### config.mk
export PLATFORM = sky130hd
export DESIGN_NAME = sb_param_track
export DESIGN_NICKNAME = d
export VERILOG_FILES = /design/src/rtl/sb_param_pkg.sv /design/src/rtl/sb_track_mux.sv /design/src/rtl/sb_param_track.sv
export SDC_FILE = /design/constraint.sdc
export NUM_CORES = 1
export LEC_CHECK = 0
export ABC_AREA = 0
export BUFFER_PORTS_ARGS = -buffer_cell sky130_fd_sc_hd__buf_2
export CAP_MARGIN = 10
export CORE_MARGIN = 2
export CORE_UTILIZATION = 58
export DETAILED_ROUTE_END_ITERATION = 8
export PLACE_DENSITY = 0.84
export SYNTH_ARGS = -nofsm -noshare
export SYNTH_HDL_FRONTEND = slang
export SYNTH_SLANG_ARGS = --single-unit
### constraint.sdc
create_clock -name prog_clk -period 1.9 [get_ports prog_clk]
set_input_delay 0.38 -clock prog_clk [delete_from_list [all_inputs] [get_ports prog_clk]]
set_output_delay 0.38 -clock prog_clk [all_outputs]
set_load 0.02 [all_outputs]
### src/rtl/sb_param_pkg.sv
`default_nettype none
// ============================================================================
// Module      : sb_param_pkg
// Description : Derived sizing helpers shared by the switch-block track logic.
// Revision    : 1.0 - initial release
// ============================================================================
package sb_param_pkg;

    function automatic int clog2(input int value);
        int r;
        r = 0;
        for (int i = 0; i < 31; i++) begin
            if ((1 << i) < value) begin
                r = i + 1;
            end
        end
        return r;
    endfunction

    function automatic int calc_mux_in(input int num_pins);
        return 2 + num_pins;
    endfunction

    function automatic int calc_sel_w(input int num_pins);
        return clog2(calc_mux_in(num_pins));
    endfunction

    function automatic int calc_field_w(input int num_pins);
        return calc_sel_w(num_pins) + 1;
    endfunction

    function automatic int calc_cfg_len(input int chan_width, input int num_pins);
        return 2 * chan_width * calc_field_w(num_pins);
    endfunction

endpackage
`default_nettype wire

### src/rtl/sb_track_mux.sv
`default_nettype none
// ============================================================================
// Module      : sb_track_mux
// Description : One output track: input select, out-of-range zeroing, optional
//               output flop chosen by the mode bit.
// Revision    : 1.0 - initial release
// ============================================================================
module sb_track_mux #(
    parameter int MUX_IN = 3,
    parameter int SEL_W  = 2
) (
    input  logic              prog_clk,
    input  logic              prog_rst_n,
    input  logic              enable,
    input  logic [SEL_W-1:0]  sel,
    input  logic              mode,
    input  logic [MUX_IN-1:0] mux_in,
    output logic              track_out
);

    logic w_mux;
    logic r_track;

    // Selects with no matching input fall through to the zero default.
    always_comb begin
        w_mux = 1'b0;
        for (int j = 0; j < MUX_IN; j++) begin
            if (enable && (sel == SEL_W'(j))) begin
                w_mux = mux_in[j];
            end
        end
    end

    always_ff @(posedge prog_clk or negedge prog_rst_n) begin
        if (!prog_rst_n) begin
            r_track <= 1'b0;
        end else begin
            r_track <= w_mux;
        end
    end

    assign track_out = mode ? r_track : w_mux;

endmodule
`default_nettype wire

### src/rtl/sb_param_track.sv
`default_nettype none
// ============================================================================
// Module      : sb_param_track
// Description : Serially configured switch-block track routing with per-track
//               combinational or registered output mode.
// Revision    : 1.0 - initial release
// ============================================================================
module sb_param_track
    import sb_param_pkg::*;
#(
    parameter int CHAN_WIDTH = 3,
    parameter int NUM_PINS   = 1
) (
    input  logic                  prog_clk,
    input  logic                  prog_rst_n,
    input  logic                  ccff_head,
    input  logic                  ccff_en,
    input  logic [CHAN_WIDTH-1:0] chanx_right_in,
    input  logic [CHAN_WIDTH-1:0] chany_bottom_in,
    input  logic [NUM_PINS-1:0]   grid_pin_in,
    output logic [CHAN_WIDTH-1:0] chanx_right_out,
    output logic [CHAN_WIDTH-1:0] chany_bottom_out,
    output logic                  ccff_tail,
    output logic                  cfg_done
);

    localparam int c_mux_in  = calc_mux_in(NUM_PINS);
    localparam int c_sel_w   = calc_sel_w(NUM_PINS);
    localparam int c_field_w = calc_field_w(NUM_PINS);
    localparam int c_cfg_len = calc_cfg_len(CHAN_WIDTH, NUM_PINS);
    localparam int c_cnt_w   = clog2(c_cfg_len);

    logic [c_cfg_len-1:0] r_chain;
    logic [c_cfg_len-1:0] r_active;
    logic [c_cnt_w-1:0]   r_count;
    logic                 r_cfg_done;
    logic                 r_loaded;
    logic [c_cfg_len-1:0] w_chain_next;

    assign w_chain_next = {r_chain[c_cfg_len-2:0], ccff_head};

    // The completing shift commits the post-shift chain in the same edge.
    always_ff @(posedge prog_clk or negedge prog_rst_n) begin
        if (!prog_rst_n) begin
            r_chain    <= '0;
            r_active   <= '0;
            r_count    <= '0;
            r_cfg_done <= 1'b0;
            r_loaded   <= 1'b0;
        end else if (ccff_en) begin
            r_chain <= w_chain_next;
            if (r_count == c_cnt_w'(c_cfg_len - 1)) begin
                r_active   <= w_chain_next;
                r_count    <= '0;
                r_cfg_done <= 1'b1;
                r_loaded   <= 1'b1;
            end else begin
                r_count    <= r_count + c_cnt_w'(1);
                r_cfg_done <= 1'b0;
            end
        end
    end

    assign ccff_tail = r_chain[c_cfg_len-1];
    assign cfg_done  = r_cfg_done;

    for (genvar i = 0; i < CHAN_WIDTH; i++) begin : g_chanx
        sb_track_mux #(
            .MUX_IN (c_mux_in),
            .SEL_W  (c_sel_w)
        ) u_mux (
            .prog_clk   (prog_clk),
            .prog_rst_n (prog_rst_n),
            .enable     (r_loaded),
            .sel        (r_active[i*c_field_w +: c_sel_w]),
            .mode       (r_active[i*c_field_w + c_sel_w]),
            .mux_in     ({grid_pin_in, chany_bottom_in[(i+1) % CHAN_WIDTH], chany_bottom_in[i]}),
            .track_out  (chanx_right_out[i])
        );
    end

    for (genvar i = 0; i < CHAN_WIDTH; i++) begin : g_chany
        sb_track_mux #(
            .MUX_IN (c_mux_in),
            .SEL_W  (c_sel_w)
        ) u_mux (
            .prog_clk   (prog_clk),
            .prog_rst_n (prog_rst_n),
            .enable     (r_loaded),
            .sel        (r_active[(CHAN_WIDTH+i)*c_field_w +: c_sel_w]),
            .mode       (r_active[(CHAN_WIDTH+i)*c_field_w + c_sel_w]),
            .mux_in     ({grid_pin_in, chanx_right_in[(i+1) % CHAN_WIDTH], chanx_right_in[i]}),
            .track_out  (chany_bottom_out[i])
        );
    end

endmodule
`default_nettype wire
==> results.json, run 1 <==
{
  "hold_viol_final": 0,
  "fillers": 270,
  "ant_nets": 0,
  "synth_area_leaders": "dfrtp_1, mux2_4, mux2_2",
  "portBuffers": 18,
  "crit_family": "compound AO/OA/AOI/OAI gates",
  "muxShareOfSynthArea_pct": 25.1,
  "p_comb_share_pct": 19.5,
  "setup_viol": 0,
  "fin_crit_ns": 1.80,
  "synth_top_family_by_area": "multiplexers",
  "yosysTopAreaCell": "dfrtp_1",
  "crit_path_start_kind": "register",
  "fin_crit_sh_pct": 94.9,
  "num_vias": 1231,
  "ys_ff_latch": 49,
  "synth-xor-area-share_pct": 0.397,
  "p_switching_w": 0.000772,
  "antenna_cells": 0,
  "grt_pass1_wl_mm": 5.88,
  "reg2reg_to": "r_active[3]",
  "clockBufferDepth": 2,
  "drive_gt1_share_pct": 38.7,
  "clk_latency_ns": 0.29,
  "first_global_vias": 1315,
  "crit_path_top_delay_cell": "dfrtp_1",
  "path_clk_slew_ns": 0.08,
  "synth_nets": 169,
  "critPathKind": "register to output port",
  "yosys.area_share.simple_pct": 8.56,
  "core_region_area_um2": 3660,
  "powerDensity_nw_per_um2": 1220,
  "dp_hpwl_mm": 2.40,
  "grt_setup_unrepaired": "no",
  "hold_path_class": "input pin to async pin",
  "fp.dieW_um": 65.7,
  "fin_skew_ns": 0.00346,
  "finalMaxSlewViolations": 0,
  "drtIter0Drc": 43,
  "final_common_cell": "dfrtp_1",
  "worst_pin_slew_ns": 0.579,
  "yosysTopAreaCellShare_pct": 55.6,
  "final_cell_area_um2": 2440,
  "ctsHoldBuffers": 0,
  "switching_share_pct": 26.1,
  "ir_drop_uv": 885,
  "areaGrowthSynthToFinish_pct": 10.4,
  "clkPwrFrac_pct": 28.3,
  "ys_seq_area_share_pct": 55.6,
  "grtUsageTotal_pct": 18.5,
  "dpl_cell_area_um2": 2300,
  "wl_per_cell_um": 15.3,
  "viasPerCell": 5.57,
  "fp.dieH_um": 65.7,
  "slew_headroom_pct": 61.4,
  "intPower_w": 0.00219,
  "seq_power_share_pct": 52.1,
  "grt_overflow": 0,
  "drt_first_pass_iters": 4,
  "yosys.area_share.adder_pct": 1.13,
  "cp_slowest_stage_delay_ns": 0.42,
  "path_max_fanout": 3,
  "status": "complete, no violations",
  "reg2reg_slack_ns": 0.27,
  "path_buf_inv": 1,
  "h-tree-depth": 2,
  "cts_tree": "done",
  "cts_buffers": 5,
  "drc_errors": 0,
  "dieArea_um2": 4310,
  "critPathCaptureType": "output port",
  "syn_area_per_cell_um2": 14.1,
  "cp.arrival_ns": 1.42,
  "routed_wirelength_mm": 3.38,
  "ys_warn_count": 0,
  "leakagePower_nw": 1.21,
  "start_util_pct": 60.3,
  "synth_cell_types": 27,
  "cts-root-buf": "clkbuf_8",
  "maxCapViolCount": 0,
  "synth_compound_area_share_pct": 4.93,
  "antenna_found_initial": 0,
  "cp_cell_sequence": "mux2i_1 > o21ai_0 > a22o_1 > buf_2",
  "place.gp.congestion": 0.689,
  "reg2reg_from": "r_count[1]",
  "cp.required_ns": 1.52,
  "grt_max_degree": 50,
  "timing.setup.tns_ns": 0,
  "max_freq_ghz": 0.555,
  "syn_area_um2": 2210,
  "rows": 22,
  "nNetsFinal": 185,
  "reg2regPathDepth": 6,
  "cts.sinks": 49,
  "ios": 19,
  "netlist_instances": 156,
  "most-common-layout-cells": "dfrtp_1, mux2_4, mux2_2, buf_2, mux2i_1"
}
-- worst max path at each step --
stage | startpoint | end | slack (ns) | cells after the start
CTS | r_active[0] | chanx_right_out[0] | 0.12 | 4
finish | r_active[7] | chanx_right_out[2] | 0.1 | 4
global placement | grid_pin_in | chanx_right_out[2] | 0.37 | 5
floorplan | r_count[0] | r_active[0] | 0.42 | 5
global route | r_active[7] | chanx_right_out[2] | 0.02 | 4
detailed placement | r_count[1] | r_active[16] | 0.29 | 6
-- registers in the layout, indices dropped and copies added, names as in the netlist --
name / cells
r_active: 18
r_chain: 18
r_count: 5
g_chanx.u_mux.r_track: 3
g_chany.u_mux.r_track: 3
cfg_done: 1
r_loaded: 1
-- worst register-to-register path, cell delays in order (launching register included) --
cell and delay [ns]:
dfrtp_1 0.41, inv_1 0.09, ha_1 0.18, and4bb_4 0.27
nand2_2 0.07, buf_12 0.18, mux2_4 0.32
-- kinds of logic after synthesis --
family,after synthesis
adder cells (fa/ha/maj),2
flip-flops,49
XOR/XNOR,1
AND/OR/NAND/NOR,30
multiplexers,44
buffers and inverters,14
AO/OA/AOI/OAI,16
-- power groups by stage --
stage / clock [W] / sequential (W) / combinational [W]
6_report: 0.000839 / 0.00154 / 0.000579
5_1_grt: 0.000913 / 0.00159 / 0.000644
4_1_cts: 0.000864 / 0.00155 / 0.000589
3_5_place_dp: 0 / 0.00157 / 0.000585
3_3_place_gp: 0 / 0.00154 / 0.000553
2_1_floorplan: 0 / 0.00149 / 0.000496
-- Yosys cell counts --
| cell type | n |
|---|---|
| mux2_2 | 18 |
| and2_1 | 6 |
| nand2b_1 | 3 |
| a21o_1 | 1 |
| nor2_1 | 1 |
| nand4_1 | 1 |
| nand3_1 | 1 |
| clkbuf_1 | 1 |
| a21oi_1 | 1 |
| a22o_1 | 6 |
| buf_4 | 7 |
| o22ai_1 | 3 |
| nand2_2 | 1 |
| buf_6 | 2 |
| o21ai_0 | 5 |
| xnor2_1 | 1 |
| nand3b_1 | 5 |
| ha_1 | 2 |
| inv_1 | 2 |
| dfrtp_1 | 49 |
| buf_2 | 2 |
| nand2_1 | 4 |
| nor2b_1 | 6 |
| nor3_1 | 1 |
| mux2_4 | 18 |
| mux2i_1 | 8 |
| and4bb_4 | 1 |
-- what timing repair did --
action                     4_1_cts  5_1_grt
gates resized for setup          0        1
setup endpoints to repair        0        1
buffers inserted                 0        0
-- metrics by stage --
step           utilization, %  std cells  hold WS (ns)  total power, W  setup slack [ns]
3_3_place_gp             62.9        213         0.491         0.00209             0.370
6_report                 66.6        221         0.167         0.00296            0.0975
5_1_grt                  66.6        221         0.197         0.00315            0.0191
2_1_floorplan               -        156        0.0844         0.00199             0.418
4_1_cts                  66.6        221         0.182         0.00300             0.121
3_5_place_dp             62.9        213         0.495         0.00215             0.295
-- cell type report --
| type | instances | area [µm²] | share of cell area (%) |
|---|---|---|---|
| clock buffers | 5 | 68.8 | 2.82 |
| repair buffers | 21 | 125 | 5.13 |
| inverters | 2 | 7.51 | 0.308 |
| clock inverters | 3 | 65.1 | 2.67 |
| flip-flops and latches | 49 | 1230 | 50.3 |
| multi-input cells | 93 | 885 | 36.3 |
| well taps | 48 | 60.1 | 2.46 |
-- layer usage --
layer	vias to the layer above	global-route usage [%]	share of wire (%)
met5	-	0	0
met4	0	8.07	1.3
met3	5	5.31	5.2
met2	24	31.9	54
met1	623	21.2	40
li1	579	-	-
(Power assumes the default switching activity.)
==> inputs of run 2 (changes only) <==
CORE_MARGIN = not set   (was 2)
==> results.json, run 2 (synthesis results as in run 1) <==
{
  "worst_pin_slew_ns": 0.579,
  "grt_overflow": 0,
  "clockBufferDepth": 2,
  "rows": 22,
  "drt_first_pass_iters": 4,
  "crit_path_start_kind": "register",
  "routed_wirelength_mm": 3.42,
  "finalMaxSlewViolations": 0,
  "path_clk_slew_ns": 0.08,
  "antenna_cells": 0,
  "first_global_vias": 1328,
  "drive_gt1_share_pct": 37.8,
  "fp.dieH_um": 63.7,
  "reg2reg_from": "r_count[1]",
  "seqCellArea_um2": 1230,
  "areaGrowthSynthToFinish_pct": 8.28,
  "slew_headroom_pct": 61.4,
  "cts-root-buf": "clkbuf_8",
  "fp.dieW_um": 63.7,
  "cts_buffers": 5,
  "grtUsageTotal_pct": 20.3,
  "num_vias": 1209,
  "antenna_found_initial": 0,
  "crit_family": "flip-flops",
  "h-tree-depth": 2,
  "fillers": 256,
  "timing.setup.tns_ns": 0,
  "ctsHoldBuffers": 0,
  "cp_slowest_stage_delay_ns": 0.42,
  "grt_setup_unrepaired": "no",
  "place.gp.congestion": 0.724,
  "ir_drop_uv": 706,
  "cp_cell_sequence": "mux2i_1 > o21ai_0 > a22o_1 > buf_2",
  "hold_viol_final": 0,
  "multi_input_area_um2": 885,
  "fin_crit_sh_pct": 93.0,
  "clk_latency_ns": 0.30,
  "cp.arrival_ns": 1.39,
  "fin_skew_ns": 0.00487,
  "fin_crit_ns": 1.77,
  "path_buf_inv": 1,
  "ant_nets": 0,
  "ios": 19,
  "hold_path_class": "input pin to async pin",
  "power_w": 0.00271,
  "drtIter0Drc": 32,
  "most-common-layout-cells": "dfrtp_1, mux2_4, mux2_2, buf_2, mux2i_1",
  "grt_max_degree": 50,
  "cts.sinks": 49,
  "viasPerCell": 5.50,
  "nNetsFinal": 185,
  "dp_hpwl_mm": 2.39,
  "portBuffers": 18,
  "core_region_area_um2": 3660,
  "startpoint": "r_active[16]",
  "start_util_pct": 60.3,
  "final_common_cell": "dfrtp_1",
  "crit_path_top_delay_cell": "dfrtp_1",
  "status": "complete, no violations",
  "setup_viol": 0,
  "drc_errors": 0,
  "critPathKind": "register to output port",
  "maxCapViolCount": 0,
  "grt_pass1_wl_mm": 6.00,
  "whs_ns": 0.167,
  "cts_tree": "done",
  "path_max_fanout": 3,
  "reg_top3": "r_active: 18 flops, r_chain: 18 flops, r_count: 5 flops",
  "cts_resized": 0,
  "max_freq_ghz": 0.566,
  "post-cts-setup-buffers": 0,
  "leakagePower_nw": 1.19,
  "wl_per_cell_um": 15.6,
  "critPathCaptureType": "output port",
  "powerDensity_nw_per_um2": 1140,
  "dieArea_um2": 4060,
  "cp.required_ns": 1.52
}
==> run 2: layout make-up <==
cell class	count	area share (%)
inverters	2	0.314
multi-input cells	93	37.0
well taps	48	2.51
clock buffers	7	3.61
flip-flops and latches	49	51.3
repair buffers	21	5.24
==> run 2: routing by layer <==
metal	GRT usage [%]	wire, µm	vias up
met5	0	0	-
met4	11.9	100	0
met3	4.89	120	11
met2	34.3	1750	24
met1	23.1	1460	600
li1	-	-	574
==> run 2: worst paths after layout <==
check	depth (start not counted)	end	slack, ns
hold reg to reg	1	r_chain[17]	0.51
hold / removal	2	g_chany[0].u_mux.r_track	0.17
min in group prog_clk	2	r_active[0]	0.32
max in group asynchronous	2	r_chain[5]	1.34
setup reg to reg	6	r_active[6]	0.25
setup / recovery	4	chany_bottom_out[2]	0.13
==> run 2: worst reg2reg max path: cells and delay by family (launching register included) <==
| family | cells | cell delay, ns |
|---|---|---|
| flops | 1 | 0.41 |
| simple gates | 2 | 0.35 |
| mux | 1 | 0.31 |
| buf+inv | 2 | 0.29 |
| fa+ha+maj | 1 | 0.18 |
==> run 2: through the flow <==
step                setup WS [ns]  instance area (µm²)  util [%]  std cells
detailed placement          0.293                 2300      62.9        213
global route               0.0101                 2390      65.3        220
finish                      0.133                 2390      65.3        220
CTS                         0.106                 2390      65.3        220
floorplan                   0.418                 2210         -        156
global placement            0.369                 2300      62.9        213
==> run 2: power by group <==
group | internal, W | switching (W) | leakage [nW]
registers | 0.00131 | 0.000234 | 0.639
logic | 0.000355 | 0.000227 | 0.507
clock network | 0.000289 | 0.000297 | 0.0443
